[src/rtl/mlp_pkg.sv]
// +----------------------------------------------------------------+
// | mlp_pkg: shared sizes and types for the MLP frame sequencer    |
// | Rev 1.0                                                        |
// +----------------------------------------------------------------+
`default_nettype none

package mlp_pkg;

  localparam int N_IN       = 49;
  localparam int W_X        = 4;
  localparam int W_Y        = 21;
  localparam int LATENCY    = 13;
  localparam int FIFO_DEPTH = 4;

  typedef struct packed {
    logic [W_X-1:0] mag;
    logic           pol;
  } sample_t;

  typedef struct packed {
    logic [W_Y-1:0] data;
    logic           last;
  } result_t;

endpackage

`default_nettype wire

[src/rtl/mlp_result_fifo.sv]
// +----------------------------------------------------------------+
// | mlp_result_fifo: synchronous FIFO with wrap-bit pointers        |
// | Rev 1.0                                                        |
// +----------------------------------------------------------------+
`default_nettype none

module mlp_result_fifo #(
  parameter int DEPTH = 4,
  parameter int WIDTH = 22
) (
  input  logic             clk,
  input  logic             rstn,
  input  logic             push,
  input  logic [WIDTH-1:0] wdata,
  input  logic             pop,
  output logic [WIDTH-1:0] rdata,
  output logic             full,
  output logic             empty
);

  localparam int AW = $clog2(DEPTH);

  logic [AW:0]      wr_ptr;
  logic [AW:0]      rd_ptr;
  logic [WIDTH-1:0] mem [DEPTH];

  assign empty = (wr_ptr == rd_ptr);
  assign full  = (wr_ptr[AW] != rd_ptr[AW]) && (wr_ptr[AW-1:0] == rd_ptr[AW-1:0]);
  assign rdata = mem[rd_ptr[AW-1:0]];

  always_ff @(posedge clk or negedge rstn) begin
    if (!rstn) begin
      wr_ptr <= '0;
      rd_ptr <= '0;
      for (int i = 0; i < DEPTH; i++) mem[i] <= '0;
    end else begin
      if (push && !full) begin
        mem[wr_ptr[AW-1:0]] <= wdata;
        wr_ptr              <= wr_ptr + 1'b1;
      end
      if (pop && !empty) rd_ptr <= rd_ptr + 1'b1;
    end
  end

  // Credit accounting upstream must make this impossible.
  a_no_overflow: assert property (@(posedge clk) disable iff (!rstn) !(push && full));

endmodule

`default_nettype wire

[src/rtl/mlp_frame_sequencer.sv]
// +----------------------------------------------------------------+
// | mlp_frame_sequencer: frames samples, tracks latency, buffers   |
// | Rev 1.0                                                        |
// +----------------------------------------------------------------+
`default_nettype none

module mlp_frame_sequencer #(
  parameter int N_IN       = mlp_pkg::N_IN,
  parameter int W_X        = mlp_pkg::W_X,
  parameter int W_Y        = mlp_pkg::W_Y,
  parameter int LATENCY    = mlp_pkg::LATENCY,
  parameter int FIFO_DEPTH = mlp_pkg::FIFO_DEPTH
) (
  input  logic              clk,
  input  logic              rstn,
  input  logic              s_valid,
  output logic              s_ready,
  input  logic [W_X-1:0]    s_mag,
  input  logic              s_pol,
  input  logic              s_last,
  input  logic              flush,
  output logic [N_IN*W_X-1:0] mlp_mag,
  output logic [N_IN-1:0]   mlp_pol,
  output logic              mlp_issue,
  input  logic [W_Y-1:0]    mlp_out,
  output logic              m_valid,
  input  logic              m_ready,
  output logic [W_Y-1:0]    m_data,
  output logic              m_last,
  output logic              busy
);

  import mlp_pkg::*;

  localparam int CW = $clog2(N_IN + 1);
  localparam int KW = $clog2(FIFO_DEPTH + 1);

  typedef enum logic [0:0] {FILL = 1'b0, FULL = 1'b1} state_t;

  state_t               state, state_nxt;
  logic [CW-1:0]        cnt, cnt_nxt;
  logic [KW-1:0]        credits, credits_nxt;
  logic                 frame_last;
  logic [LATENCY-1:0]   pipe_v;
  logic [LATENCY-1:0]   pipe_l;
  sample_t              slot [N_IN];
  sample_t              s_in;
  logic                 accept, closing, pop;
  logic                 fifo_full, fifo_empty;
  result_t              wr_res, rd_res;

  assign s_in    = '{mag: s_mag, pol: s_pol};
  assign accept  = s_valid & s_ready;
  assign closing = accept & (s_last | (cnt == CW'(N_IN - 1)));
  assign pop     = m_valid & m_ready;

  always_comb begin
    state_nxt   = state;
    cnt_nxt     = cnt;
    credits_nxt = credits;
    if (mlp_issue) credits_nxt = credits_nxt - KW'(1);
    if (pop)       credits_nxt = credits_nxt + KW'(1);
    // An issue already on the wires completes even when flush lands with it.
    if (flush) begin
      state_nxt = FILL;
      cnt_nxt   = '0;
    end else if (state == FILL) begin
      if (accept)  cnt_nxt   = cnt + 1'b1;
      if (closing) state_nxt = FULL;
    end else if (mlp_issue) begin
      state_nxt = FILL;
      cnt_nxt   = '0;
    end
  end

  always_ff @(posedge clk or negedge rstn) begin
    if (!rstn) begin
      state      <= FILL;
      cnt        <= '0;
      credits    <= KW'(FIFO_DEPTH);
      s_ready    <= 1'b0;
      mlp_issue  <= 1'b0;
      frame_last <= 1'b0;
      pipe_v     <= '0;
      pipe_l     <= '0;
      for (int i = 0; i < N_IN; i++) slot[i] <= '0;
    end else begin
      state     <= state_nxt;
      cnt       <= cnt_nxt;
      credits   <= credits_nxt;
      s_ready   <= (state_nxt == FILL);
      mlp_issue <= (state_nxt == FULL) && (credits_nxt != '0);
      pipe_v[0] <= mlp_issue;
      pipe_l[0] <= mlp_issue & frame_last;
      for (int i = 1; i < LATENCY; i++) begin
        pipe_v[i] <= pipe_v[i-1];
        pipe_l[i] <= pipe_l[i-1];
      end
      if (flush)        frame_last <= 1'b0;
      else if (closing) frame_last <= s_last;
      // A short frame zero-pads every slot above its final sample.
      for (int i = 0; i < N_IN; i++) begin
        if (flush)                                 slot[i] <= '0;
        else if (accept && (CW'(i) == cnt))        slot[i] <= s_in;
        else if (accept && s_last && (CW'(i) > cnt)) slot[i] <= '0;
      end
    end
  end

  for (genvar g = 0; g < N_IN; g++) begin : g_frame_out
    assign mlp_mag[g*W_X +: W_X] = slot[g].mag;
    assign mlp_pol[g]            = slot[g].pol;
  end

  assign wr_res = '{data: mlp_out, last: pipe_l[LATENCY-1]};

  mlp_result_fifo #(
    .DEPTH (FIFO_DEPTH),
    .WIDTH ($bits(result_t))
  ) u_fifo (
    .clk   (clk),
    .rstn  (rstn),
    .push  (pipe_v[LATENCY-1]),
    .wdata (wr_res),
    .pop   (pop),
    .rdata (rd_res),
    .full  (fifo_full),
    .empty (fifo_empty)
  );

  assign m_valid = ~fifo_empty;
  assign m_data  = rd_res.data;
  assign m_last  = rd_res.last;
  assign busy    = (cnt != '0) | (state == FULL) | (|pipe_v) | ~fifo_empty;

endmodule

`default_nettype wire

[config.mk]
export PLATFORM = sky130hd
export DESIGN_NAME = mlp_frame_sequencer
export DESIGN_NICKNAME = d
export VERILOG_FILES = /design/src/rtl/mlp_pkg.sv /design/src/rtl/mlp_result_fifo.sv /design/src/rtl/mlp_frame_sequencer.sv
export SDC_FILE = /design/constraint.sdc
export NUM_CORES = 1
export LEC_CHECK = 0
export ABC_CLOCK_PERIOD_IN_PS = 2300
export CORE_MARGIN = 3
export CORE_UTILIZATION = 36
export CTS_CLUSTER_DIAMETER = 60
export DETAILED_ROUTE_END_ITERATION = 10
export HOLD_SLACK_MARGIN = 0.08
export PLACE_DENSITY_LB_ADDON = 0.15
export SKIP_CTS_REPAIR_TIMING = 1
export SLEW_MARGIN = 20
export SYNTH_ARGS = -nofsm -noshare
export SYNTH_HDL_FRONTEND = slang
export SYNTH_SLANG_ARGS = --single-unit
[constraint.sdc]
create_clock -name clk -period 2.3 [get_ports clk]
set_input_delay 0.345 -clock clk [delete_from_list [all_inputs] [get_ports clk]]
set_output_delay 0.345 -clock clk [all_outputs]
set_load 0.1 [all_outputs]
**Yosys cells after proc, flatten, opt, wreduce, memory -nomap -nowiden**

Index checks and enable logic that the tools add are counted.

- $add $sub $neg: 5
- Magnitude comparators: 52
- Equal/unequal tests: 53
- Muxes and demuxes: 165
- Bitwise logic cells: 12
- Reductions and logical operators: 162

Operator list:

| operator | number |
|---|---|
| $mux W5 | 147 |
| $reduce_bool A3 Y1 | 51 |
| $logic_and A1 B1 Y1 | 104 |
| $eq A6 B6 Y1 const A | 17 |
| $gt A6 B6 Y1 const A | 17 |
| $eq A5 B6 Y1 const A | 16 |
| $gt A5 B6 Y1 const A | 16 |
| $bwmux W88 | 1 |
| $mux W22 | 3 |
| $eq A4 B6 Y1 const A | 8 |
| $gt A4 B6 Y1 const A | 8 |
| $bmux W22 S2 | 1 |
| $demux W22 S2 | 1 |
| $eq A3 B6 Y1 const A | 4 |
| $gt A3 B6 Y1 const A | 4 |
| $mux W6 | 4 |
| $reduce_or A13 Y1 | 1 |
| $eq A2 B6 Y1 const A | 2 |
| $gt A1 B6 Y1 const A | 2 |
| $gt A2 B6 Y1 const A | 2 |
| $add A3 B1 Y3 const B | 3 |
| $add A6 B1 Y6 const B | 1 |
| $eq A1 B6 Y1 const A | 1 |
| $eq A6 B6 Y1 const B | 1 |
| 18 further kinds | 34 |

- Flip-flop bits (word level): 378
- Word-level logic and storage cells: 561

**Depth between registers and ports, before layout**

Gate-level depths: netlist of run 1.

- Word-level depth: 7
- Depth in mapped cells: 9

**Modules after synthesis**

A second synthesis of run 1 with hierarchy kept.

- Cells, all modules: 1226
- Area, all modules: 16578.4 µm²

Modules (own cells, without submodules):

| module | instances | cells each | area each (µm²) | sequential area each (µm²) |
|---|---|---|---|---|
| mlp_frame_sequencer | 1 | 968 | 11912.7 | 7108.1 |
| mlp_result_fifo | 1 | 258 | 4665.7 | 2352.3 |

**Worst setup path before layout of run 1**

No wires, ideal clock.

- Kind: register -> output
- From: reg u_fifo.rd_ptr[1]
- To: out busy
- Arrival: 2.547 ns
- Path slack: -0.592 ns
- Stages on the path, launching flop included: 5
- Path through: dfrtp_1 > buf_2 > xnor2_1 > nand3_1 > or3_1

- Longest elaborated chain between the ends: 3

RTL lines:

| what | line | RTL |
|---|---|---|
| start, declared | mlp_result_fifo.sv:24 | `logic [AW:0] rd_ptr;` |
| start signal, assigned | mlp_result_fifo.sv:41 | `if (pop && !empty) rd_ptr <= rd_ptr + 1'b1;` |
| $eq A3 B3 Y1 | mlp_result_fifo.sv:27 | `assign empty = (wr_ptr == rd_ptr);` |
| $not A1 Y1 | - |  |
| via m_valid | mlp_frame_sequencer.sv:26 | `output logic m_valid,` |
| $or A1 B1 Y1 | mlp_frame_sequencer.sv:134 | `assign busy = (cnt != '0) \| (state == FULL) \| (\|pipe_v) \| ~fifo_empty;` |
| end, declared | mlp_frame_sequencer.sv:30 | `output logic busy` |

The timed path passes the listed nets, and every way through them passes these cells.

**Worst setup path in the final report of run 1**

- From: reg cnt[1]
- To: out busy

- Longest elaborated chain between the ends: 4

RTL lines:

| what | line | RTL |
|---|---|---|
| start, declared | mlp_frame_sequencer.sv:41 | `logic [CW-1:0] cnt, cnt_nxt;` |
| start signal, assigned | mlp_frame_sequencer.sv:89 | `cnt <= cnt_nxt;` |
| $reduce_bool A6 Y1 | mlp_frame_sequencer.sv:134 |  |
| $or A1 B1 Y1 (3 in series) | mlp_frame_sequencer.sv:134 |  |

Every way passes these cells.

==> results summary, run 1 <==
The detailed-router iteration count before antenna repair is 5. The total via count in the routed design is 12020. The cell area power density came out at 703.4 nW/um^2.

The setup TNS after final layout came out at -1307 ps. The share of layout cells above drive strength 1 came out at 0.3894. The area taken by flip-flops and latches is 9465 um^2. Sorting the synthesized cells by how often they occur yields dfrtp_1, a22o_1, mux2_2.

The CTS clock-pin slew for the worst setup and hold paths came out at 60 ps. The maximum level of the CTS H-tree is 2. The clock sink count is 378.

The most used standard cell by instance count after synthesis is dfrtp_1. The initial detailed-routing violation count is 860. The area taken by multi-input logic gates came out at 5797 um^2. Along the worst path, the maximum fanout reaches 7. The arrival time of data at the critical path endpoint is 2050 ps. Max-cap violations in this run came to 0. The number of inserted diodes came out at 0.

The run finished, with violations left. Clock tree synthesis inserted a total of 44 buffers. The core area came out at 42420 um^2. After detailed routing, the average wire length per cell comes to 22.93 um. The post-synthesis register bit count came out at 378. The biggest area contributor in the post-synthesis netlist is dfrtp_1. Of the post-synthesis cell area, the dominant cell type holds 0.6025. The async set-reset flop share out of synthesis is 1.000.

Input and output buffers added on the ports amount to 302. STA classifies the critical path endpoint as a primary output. The die covers 46040 um^2.

The net count of the finished layout is 1682. The floorplan step set the die width to 214.6 um. In this run the critical register-to-register path is captured at mlp_mag[26]$_DFFE_PN0P_.

The number of fill cells is 3730. The category of the most critical setup path is reg2out. The pin count of the biggest net entering global routing is 67. The signed area change from the synthesized netlist to the final layout came out at 37.79%. Clock tree synthesis selected as its root buffer the cell clkbuf_16.

The average footprint of a synthesized cell came out at 12.85 um^2. The total global routing overflow came out at 0. Setup repair after global routing could not meet its margin everywhere. Counting I/O delays and the setup requirement, the final critical path takes 2392 ps. For this configuration, the core starts out at a cell density of 0.3692. The peak ir drop on the vdd network is 0.4638 mV.

The endpoint of the worst hold path is mlp_mag[174]$_DFFE_PN0P_. The synthesized netlist net count is 1261. TritonCTS built the clock tree.

The number of enable-type register cells in the synthesized netlist is 0. The required time at the endpoint of the critical path is 1960 ps. Headroom to the max-slew limit came out at 0.4955. The path type of the worst min-delay path is in2reg. The setup slack of the worst register-to-register path is 110 ps. For this run, the total global-route usage over all layers was measured as 0.2205.

The count of standard-cell rows came out at 75. The worst hold path begins at flush. The number of top-level pins came out at 303. The final count of negative-setup-slack endpoints is 23.

Dividing the final minimum period by the clock period gives 1.040. The congestion estimate from routability-driven global placement came to 0.9660. The synthesized instance count is 1219. The number of warnings issued by yosys is 0. The clock insertion delay at the later pin of the skew report is 550 ps. The actual slew at the worst max-slew pin came out at 753.2 ps. The number of global-route vias before repair came to 12630. The initial antenna violation count is 1. By area the synthesized netlist is led by dfrtp_1, a22o_1, mux2_2.

The hold violation count in the final report is 0. The via-per-instance ratio is 5.346. The number of instances on the worst hold path is 2. The count of unresolved DRC violations after routing came out at 0. The number of cells on the worst reg-to-reg path is 7.

In the synthesized netlist the dominant register cell turns out to be dfrtp_1. The checks that failed: negative setup slack. The HPWL after detailed placement is 36100 um. Once routing completed, OpenROAD measured the worst setup slack at -92.21 ps. The overall routed net length is 51580 um. The post-synthesis cell area came out at 15660 um^2. The worst-case clock skew came out at 15.32 ps.

The y dimension of the die is 214.6 um. The register area share after synthesis is 0.6042. The global-route wire length before repair came out at 79160 um. The highest achievable clock rate came out at 0.4180 GHz. The worst hold margin is 188.8 ps. The leakage power of the design is 10.24 nW. The clock passes through at most 3 buffers. The startpoint identified for the worst register-to-register timing path is cnt[0]$_DFFE_PN0P_. The launching element type of the critical path is a flip-flop.

The post-detailed-route count of antenna-violating nets is 0. Yosys mapped the design onto 69 distinct sky130hd cell types. The number of slew-limit violations in the final report is 0.
## worst max path at each step
stage | endpoint | startpoint
3_5_place_dp | mlp_mag[180]$_DFFE_PN0P_ | s_last
5_1_grt | m_data[0] | u_fifo.rd_ptr[0]$_DFFE_PN0P_
6_report | busy | cnt[1]$_DFFE_PN0P_
4_1_cts | busy | cnt[2]$_DFFE_PN0P_
2_1_floorplan | busy | u_fifo.rd_ptr[1]$_DFFE_PN0P_
3_3_place_gp | mlp_pol[45]$_DFFE_PN0P_ | s_last
## logic make-up after synthesis
| family | synth area share |
|---|---|
| flip-flops | 0.6042 |
| AND/OR/NAND/NOR | 0.08710 |
| buffers and inverters | 0.03052 |
| multiplexers | 0.09700 |
| adder cells (fa/ha/maj) | 0.007990 |
| AO/OA/AOI/OAI | 0.1643 |
| XOR/XNOR | 0.008949 |
## layout by cell type, fill, tap and decap left out, types with 8 or more instances in the layout
master / count
inv_1: 31
nand3_1: 28
o21ai_0: 39
mux2_2: 90
nand2_1: 77
clkbuf_16: 46
buf_12: 43
dfrtp_1: 373
ha_1: 8
clkdlybuf4s50_1: 29
nor3_2: 11
nor2_1: 63
clkbuf_8: 8
buf_4: 375
xnor2_1: 11
a22o_1: 183
o22ai_1: 26
clkbuf_1: 10
a21oi_1: 32
a22oi_1: 11
nand4_1: 9
nor3_1: 13
mux4_2: 22
## critical path, cell delays in order, from the launching register on
cell and delay, ps:
dfrtp_2 460, inv_1 120, ha_4 180, nand4_1 130, or3_4 410, buf_12 180
## area by class of cell
cell class	count	area share
clock buffer	63	0.05903
clock inverter	15	0.008292
inverter	33	0.005741
multi-input combinational	733	0.2687
sequential	378	0.4387
tap	577	0.03346
timing repair buffer	450	0.1861
## state kept, by name, indices dropped and copies added, names as in the netlist, 3 cells and up
name / cells
cnt: 6
credits: 3
mlp_mag: 196
mlp_pol: 49
pipe_l: 13
pipe_v: 13
u_fifo.mem: 88
u_fifo.rd_ptr: 3
u_fifo.wr_ptr: 3
## through the flow
stage                     setup slack [ps]  instance area, um^2  instances  utilization  power, W
after global routing                -158.9                21580       2249       0.5087   0.01571
after CTS                           -336.5                21490       2244       0.5066   0.01535
after floorplan                     -14.28                15670       1219            -  0.007584
after detailed placement            -60.66                20040       2166       0.4724  0.008295
after global placement              -75.52                20040       2166       0.4724  0.008280
final                               -92.21                21580       2249       0.5087   0.01518
## routing by layer
| metal | GRT usage | vias to the layer above | part of all wire |
|---|---|---|---|
| met2 | 0.3522 | 363 | 0.47 |
| met1 | 0.3018 | 6208 | 0.44 |
| li1 | - | 5362 | - |
| met4 | 0.06942 | 2 | 0.026 |
| met3 | 0.04860 | 89 | 0.059 |
| met5 | 0 | - | 0.00025 |
## where the power goes
part           total (W)  leakage [nW]  switching [W]  internal [W]
Clock            0.00700         0.720        0.00279       0.00421
Combinational    0.00137          4.45       0.000902      0.000471
Sequential       0.00680          5.07      0.0000549       0.00675
No activity file was read; power rests on OpenSTA's default activity.
==> run 2: changes to the inputs <==
Settings changed: CORE_MARGIN 3 to unset, CORE_UTILIZATION 36 to 45.
==> run 2 against run 1 <==
  * The flow now finishes without violations
  * Routed wire length down 9.3%
  * Via count down 0.24%
  * Final cell count down 6.2%
  * Register-to-register slack better by 30 ps
  * Hold slack better by 4.1 ps
  * Sequential share of layout area up 0.52 points
  * Critical path depth down 2
  * Total power down 1.7%
  * Clock skew down 2.0 ps
  * Highest routed layer is now met4
  * Fmax up 4.3%
==> results summary, run 2 (synthesis gave the netlist of run 1 again) <==
The via-per-instance ratio is 5.685 (was 5.346). Commonest cells after routing, fill and taps aside: dfrtp_1, buf_4, a22o_1 (was buf_4, dfrtp_1, a22o_1). The die boundary width is 188.5 um (was 214.6 um). The total via count in the routed design is 12000 (was 12020).

The final non-filler cell total is 2110 (was 2249). The critical path buffer and inverter count was 2 (unchanged). The sum of internal, switching and leakage power was 0.01492 W (was 0.01518 W). The number of slew-limit violations in the final report is 0 (unchanged). The launching element type of the critical path is a flip-flop (unchanged). The final count of negative-setup-slack endpoints came to 0 (was 23). The TritonCTS clock tree is yes (unchanged). The most heavily used metal layer in global routing is met2 (unchanged). The CTS clock-pin slew for the worst setup and hold paths is 60 ps (about the same).

The required time at the endpoint of the critical path is 1960 ps (about the same). The gate family responsible for the most delay along the worst path is multiplexers (was simple AND/OR/NAND/NOR gates). The final standard cell utilization of the core was 0.6298 (was 0.5087).

The post-detailed-route count of antenna-violating nets is 0 (unchanged). The slowest stage cell on the critical path is mux4_2 (was dfrtp_2). The area of the die came out at 35550 um^2 (was 46040 um^2).

The number of fill cells is 2676 (was 3730). The clock sink count is 378 (unchanged). The pin count of the biggest net entering global routing came out at 70 (was 67). The actual slew at the worst max-slew pin came out at 736.3 ps (was 753.2 ps).

The number of flip-flops under the largest register name came out at 196 (unchanged). Result of the run: finished, final reports clean (was finished, violations left). The HPWL after detailed placement came out at 32010 um (was 36100 um). The global-route wire length before repair is 73380 um (was 79160 um). The endpoint type of the worst setup path is a primary output (unchanged). The total global routing overflow came to 0 (unchanged). The highest achievable clock rate came out at 0.4361 GHz (was 0.4180 GHz). The number of top-level pins is 303 (unchanged). The arrival time of data at the critical path endpoint is 1950 ps (was 2050 ps).

The peak ir drop on the vdd network came to 0.4873 mV (was 0.4638 mV). The longest individual stage delay on the worst path is 580 ps (was 460 ps). The met2 layer usage reported by global route was 0.4170 (was 0.3522). The clock insertion delay at the later pin of the skew report came out at 530 ps (was 550 ps). The time the final worst path needs with I/O delays and setup came out at 2293 ps (was 2392 ps). The number of nets in the layout came out at 1672 (was 1682). The detailed-router iteration count before antenna repair came out at 5 (unchanged). The root buffer cell is clkbuf_16 (unchanged). The initial detailed-routing violation count is 748 (was 860).

The all-layer global routing usage is 0.2657 (was 0.2205). The worst-case clock skew is 13.33 ps (was 15.32 ps). Sequence of cells on the critical path: buf_12 > mux4_2 > buf_12 (was inv_1 > ha_4 > nand4_1 > or3_4 > buf_12). The met3 usage in global routing is 0.05308 (was 0.04860). The cell total after placement is 2023 (was 2166). The commonest non-fill, non-tap cell in the layout is dfrtp_1 (was buf_4).

The met1 track demand over resource was 0.3730 (was 0.3018). The last weighted congestion value of the routability-driven placer is 0.9248 (was 0.9660). The setup TNS after final layout is 0 ps (was -1307 ps). The count of unresolved DRC violations after routing is 0 (unchanged). The core area was 33870 um^2 (was 42420 um^2). The leakage power of the design came out at 10.17 nW (was 10.24 nW). Unrepaired setup endpoints after global routing: true (unchanged). The headroom to the max-slew limit was 0.5058 (was 0.4955). The signed area change from the synthesized netlist to the final layout was 36.21% (was 37.79%).

The maximum level of the CTS H-tree was 2 (unchanged). The largest buffer count on any clock path is 3 (unchanged). The category of the most critical setup path is reg2out (unchanged). The path type of the worst min-delay path is in2reg (unchanged). The count of standard-cell rows is 67 (was 75). The most numerous cell type found on the critical path is buf_12. The max-cap violation count came out at 0 (unchanged). The initial antenna violation count is 1 (unchanged). The worst hold margin came out at 193.0 ps (was 188.8 ps). The part of the cycle the worst path needs came out at 0.9970 (was 1.040). The routed wire length per instance came to 22.17 um (was 22.93 um).

The number of global-route vias before repair was 12260 (was 12630). The overall routed net length came out at 46780 um (was 51580 um). The effective utilization at floorplan came out at 0.4624 (was 0.3692).

The y dimension of the die is 188.5 um (was 214.6 um). The count of input and output buffers came out at 302 (unchanged). The share of layout cells above drive strength 1 was 0.3877 (was 0.3894). The cell area power density came to 699.3 nW/um^2 (was 703.4 nW/um^2). The hold violation count in the final report came out at 0 (unchanged). The CTS buffer count came out at 41 (was 44). The critical-path maximum fanout is 19 (was 7).
-- run 2: cell types whose count changed in the layout (fill, tap and decap cells not counted), sizes merged, moves of 2 or more --
cell      previous run  this run
clkinvlp             0         2
clkbuf              64        61
buf                419       413
clkinv              10         6
-- run 2: through the flow --
stage          setup WS [ps]  area [um^2]
2_1_floorplan         -14.28        15670
4_1_cts               -277.0        21160
5_1_grt               -60.07        21330
6_report               7.009        21330
3_5_place_dp           23.64        19760
3_3_place_gp           38.19        19760
-- run 2: layer usage --
metal	vias up	wire [um]
li1	5355	-
met1	6109	20240
met2	450	22130
met3	81	3268
met4	0	1135
met5	-	0
-- run 2: final timing paths --
check	cells after the start	endpoint	start	slack, ps
setup / recovery	3	m_data[6]	u_fifo.rd_ptr[0]$_DFFE_PN0P_	7
hold / removal	2	cnt[4]$_DFFE_PN0P_	flush	190
hold reg to reg	0	pipe_l[4]$_DFF_PN0_	pipe_l[3]$_DFF_PN0_	350
setup reg to reg	9	mlp_mag[91]$_DFFE_PN0P_	cnt[1]$_DFFE_PN0P_	140
min in group asynchronous	2	u_fifo.mem[19]$_DFFE_PN0P_	rstn	400
max in group asynchronous	3	mlp_mag[78]$_DFFE_PN0P_	rstn	1130
-- run 2: area by class of cell --
cell class	instances	area, um^2	area share
repair buffers	443	3946	0.1850
diodes	1	2.502	0.0001173
clock buffers	61	1214	0.05690
multi-input cells	733	5828	0.2732
well taps	448	560.5	0.02628
clock inverters	13	186.4	0.008741
flip-flops and latches	378	9468	0.4439
inverters	33	123.9	0.005807
-- run 2: power breakdown --
group          total (W)  internal, W  switching (W)
logic            0.00135     0.000467       0.000888
registers        0.00680      0.00675      0.0000546
clock network    0.00676      0.00412        0.00264
total             0.0149       0.0113        0.00358
==> run 3: changes to the inputs <==
Settings changed: REMOVE_ABC_BUFFERS set to 1.
==> run 3 against run 2 <==
  * The run now ends with negative setup slack left
  * Clock power is 3% lower
  * Routed wire length down 1.0%
  * Sequential power about the same
  * Combinational power is 3% lower
  * Global-route usage is 0.59 points lower
==> results summary, run 3 (synthesis gave the netlist of run 1 again) <==
Result of the run: finished, violations left (was finished, final reports clean). The checks that failed: negative setup slack. The highest achievable clock rate came out at 0.4203 GHz (was 0.4361 GHz). The maximum level of the CTS H-tree was 2 (unchanged). The CTS clock-pin slew for the worst setup and hold paths is 60 ps (about the same). The number of nets in the layout came out at 1654 (was 1672). The hold path startpoint is pipe_l[0]$_DFF_PN0_ (was flush). The category of the most critical setup path is reg2out (unchanged).

Sequence of cells on the critical path: xnor2_2 > nand3_4 > or3_4 > buf_12 (was buf_12 > mux4_2 > buf_12). The slowest stage cell on the critical path was dfrtp_2 (was mux4_2). The actual slew at the worst max-slew pin is 730.4 ps (was 736.3 ps). The count of input and output buffers is 302 (unchanged). The initial antenna violation count came out at 0 (was 1). The commonest non-fill, non-tap cell in the layout is dfrtp_1 (unchanged). The total global routing overflow came to 0 (unchanged).

The critical-path maximum fanout came out at 4 (was 19). The clock insertion delay at the later pin of the skew report came out at 540 ps (was 530 ps). The detailed-router iteration count before antenna repair came out at 6 (was 5). The area taken by flip-flops and latches is 9464 um^2 (was 9468 um^2).

The die boundary width is 188.5 um (unchanged). The CTS buffer count was 42 (was 41). The source of the worst register-to-register timing path was cnt[0]$_DFFE_PN0P_ (was cnt[1]$_DFFE_PN0P_).

The number of slew-limit violations in the final report came out at 0 (unchanged). The part of the cycle the worst path needs is 1.034 (was 0.9970). The worst setup path startpoint was u_fifo.rd_ptr[0]$_DFFE_PN0P_ (unchanged). The path type of the worst min-delay path is reg2reg (was in2reg).

The count of unresolved DRC violations after routing is 0 (unchanged). The all-layer global routing usage came to 0.2598 (was 0.2657). The max-cap violation count is 0 (unchanged).

The time the final worst path needs with I/O delays and setup is 2379 ps (was 2293 ps). The TritonCTS clock tree is yes (unchanged). The area of the die is 35550 um^2 (unchanged). The worst-case clock skew is 21.50 ps (was 13.33 ps). The number of inserted diodes is 0 (was 1). The count of standard-cell rows came out at 67 (unchanged). The largest buffer count on any clock path came out at 3 (unchanged). The effective utilization at floorplan is 0.4624 (unchanged). The longest individual stage delay on the worst path is 480 ps (was 580 ps). The hold violation count in the final report came out at 0 (unchanged). The share of layout cells above drive strength 1 came out at 0.3790 (was 0.3877). The cell area power density is 695.6 nW/um^2 (was 699.3 nW/um^2). The clock sink count is 378 (unchanged). The post-detailed-route count of antenna-violating nets came out at 0 (unchanged). The HPWL after detailed placement is 32490 um (was 32010 um). The core area came out at 33870 um^2 (unchanged). The global-route wire length before repair is 71880 um (was 73380 um). The overall routed net length is 46300 um (was 46780 um). The final worst-path setup slack is -78.99 ps (was 7.009 ps).

The number of top-level pins was 303 (unchanged). The launching element type of the critical path is a flip-flop (unchanged). The last weighted congestion value of the routability-driven placer came out at 0.9127 (was 0.9248).

The area taken by multi-input logic gates is 5822 um^2 (was 5828 um^2). The number of global-route vias before repair came out at 12230 (was 12260). The endpoint type of the worst setup path is a primary output (unchanged). The total via count in the routed design is 11940 (was 12000). The pin count of the biggest net entering global routing came out at 68 (was 70). The setup slack at placement came out at -88.61 ps (was 23.64 ps). The peak ir drop on the vdd network is 0.4011 mV (was 0.4873 mV). The headroom to the max-slew limit is 0.5102 (was 0.5058).

The via-per-instance ratio is 5.706 (was 5.685). The leakage power of the design is 10.05 nW (was 10.17 nW). The y dimension of the die came out at 188.5 um (unchanged).

The required time at the endpoint of the critical path is 1960 ps (about the same). The routed wire length per instance is 22.13 um (was 22.17 um). The arrival time of data at the critical path endpoint came out at 2030 ps (was 1950 ps). The number of fill cells is 2730 (was 2676). The final count of negative-setup-slack endpoints came to 3 (was 0). The number of flip-flops under the largest register name was 196 (unchanged). The setup TNS after final layout came out at -89.03 ps (was 0 ps). Commonest cells after routing, fill and taps aside: dfrtp_1, buf_4, a22o_1 (unchanged). The root buffer cell was clkbuf_16 (unchanged). The signed area change from the synthesized netlist to the final layout came out at 34.80% (was 36.21%). The initial detailed-routing violation count is 831 (was 748).

Unrepaired setup endpoints after global routing: true (unchanged). The setup slack of the worst register-to-register path is 150 ps (was 140 ps).
==> run 3: layout make-up <==
cell class,count,area share
flip-flops and latches,378,0.4484
multi-input cells,733,0.2758
repair buffers,424,0.1781
clock buffers,66,0.06183
well taps,448,0.02656
inverters,33,0.005868
clock inverters,10,0.003497
==> run 3: worst paths after layout <==
check / end / cells after the start
worst max register to register: mlp_mag[25]$_DFFE_PN0P_ / 7
worst max-delay path: busy / 4
max in group asynchronous: pipe_v[11]$_DFF_PN0_ / 3
worst min register to register: pipe_l[1]$_DFF_PN0_ / 0
worst min-delay path: pipe_l[1]$_DFF_PN0_ / 0
min in group asynchronous: u_fifo.mem[71]$_DFFE_PN0P_ / 2
==> run 3: metrics by stage <==
step                      area (um^2)  utilization  std cells  hold slack, ps  total power (W)
after floorplan                 15300            -       1144           49.41         0.007539
after global placement          19600       0.5788       2011           333.6         0.008196
after detailed placement        19600       0.5788       2011           335.6         0.008217
after CTS                       20980       0.6196       2087          -193.7          0.01479
after global routing            21110       0.6232       2092           354.4          0.01516
final                           21110       0.6232       2092           349.4          0.01468
==> run 3: power breakdown <==
group	internal, W	total [W]	switching [W]	leakage [nW]
combinational	0.000438	0.00131	0.000874	4.30
clock	0.00391	0.00657	0.00266	0.680
sequential	0.00674	0.00680	0.0000535	5.07
==> run 3: layer usage <==
metal  routed length (um)  vias to the layer above  GRT usage
li1                     -                     5306          -
met1                19800                     6098     0.3601
met2                22010                      455     0.4118
met3                 3278                       77    0.05122
met4                 1215                        0    0.08375
met5                    0                        -          0
==> run 3: critical path, delay by kind of cell, from the launching register on <==
family	cells	cell delay [ps]
simple gates	2	610
flops	1	480
xor+xnor	1	240
buf+inv	1	180
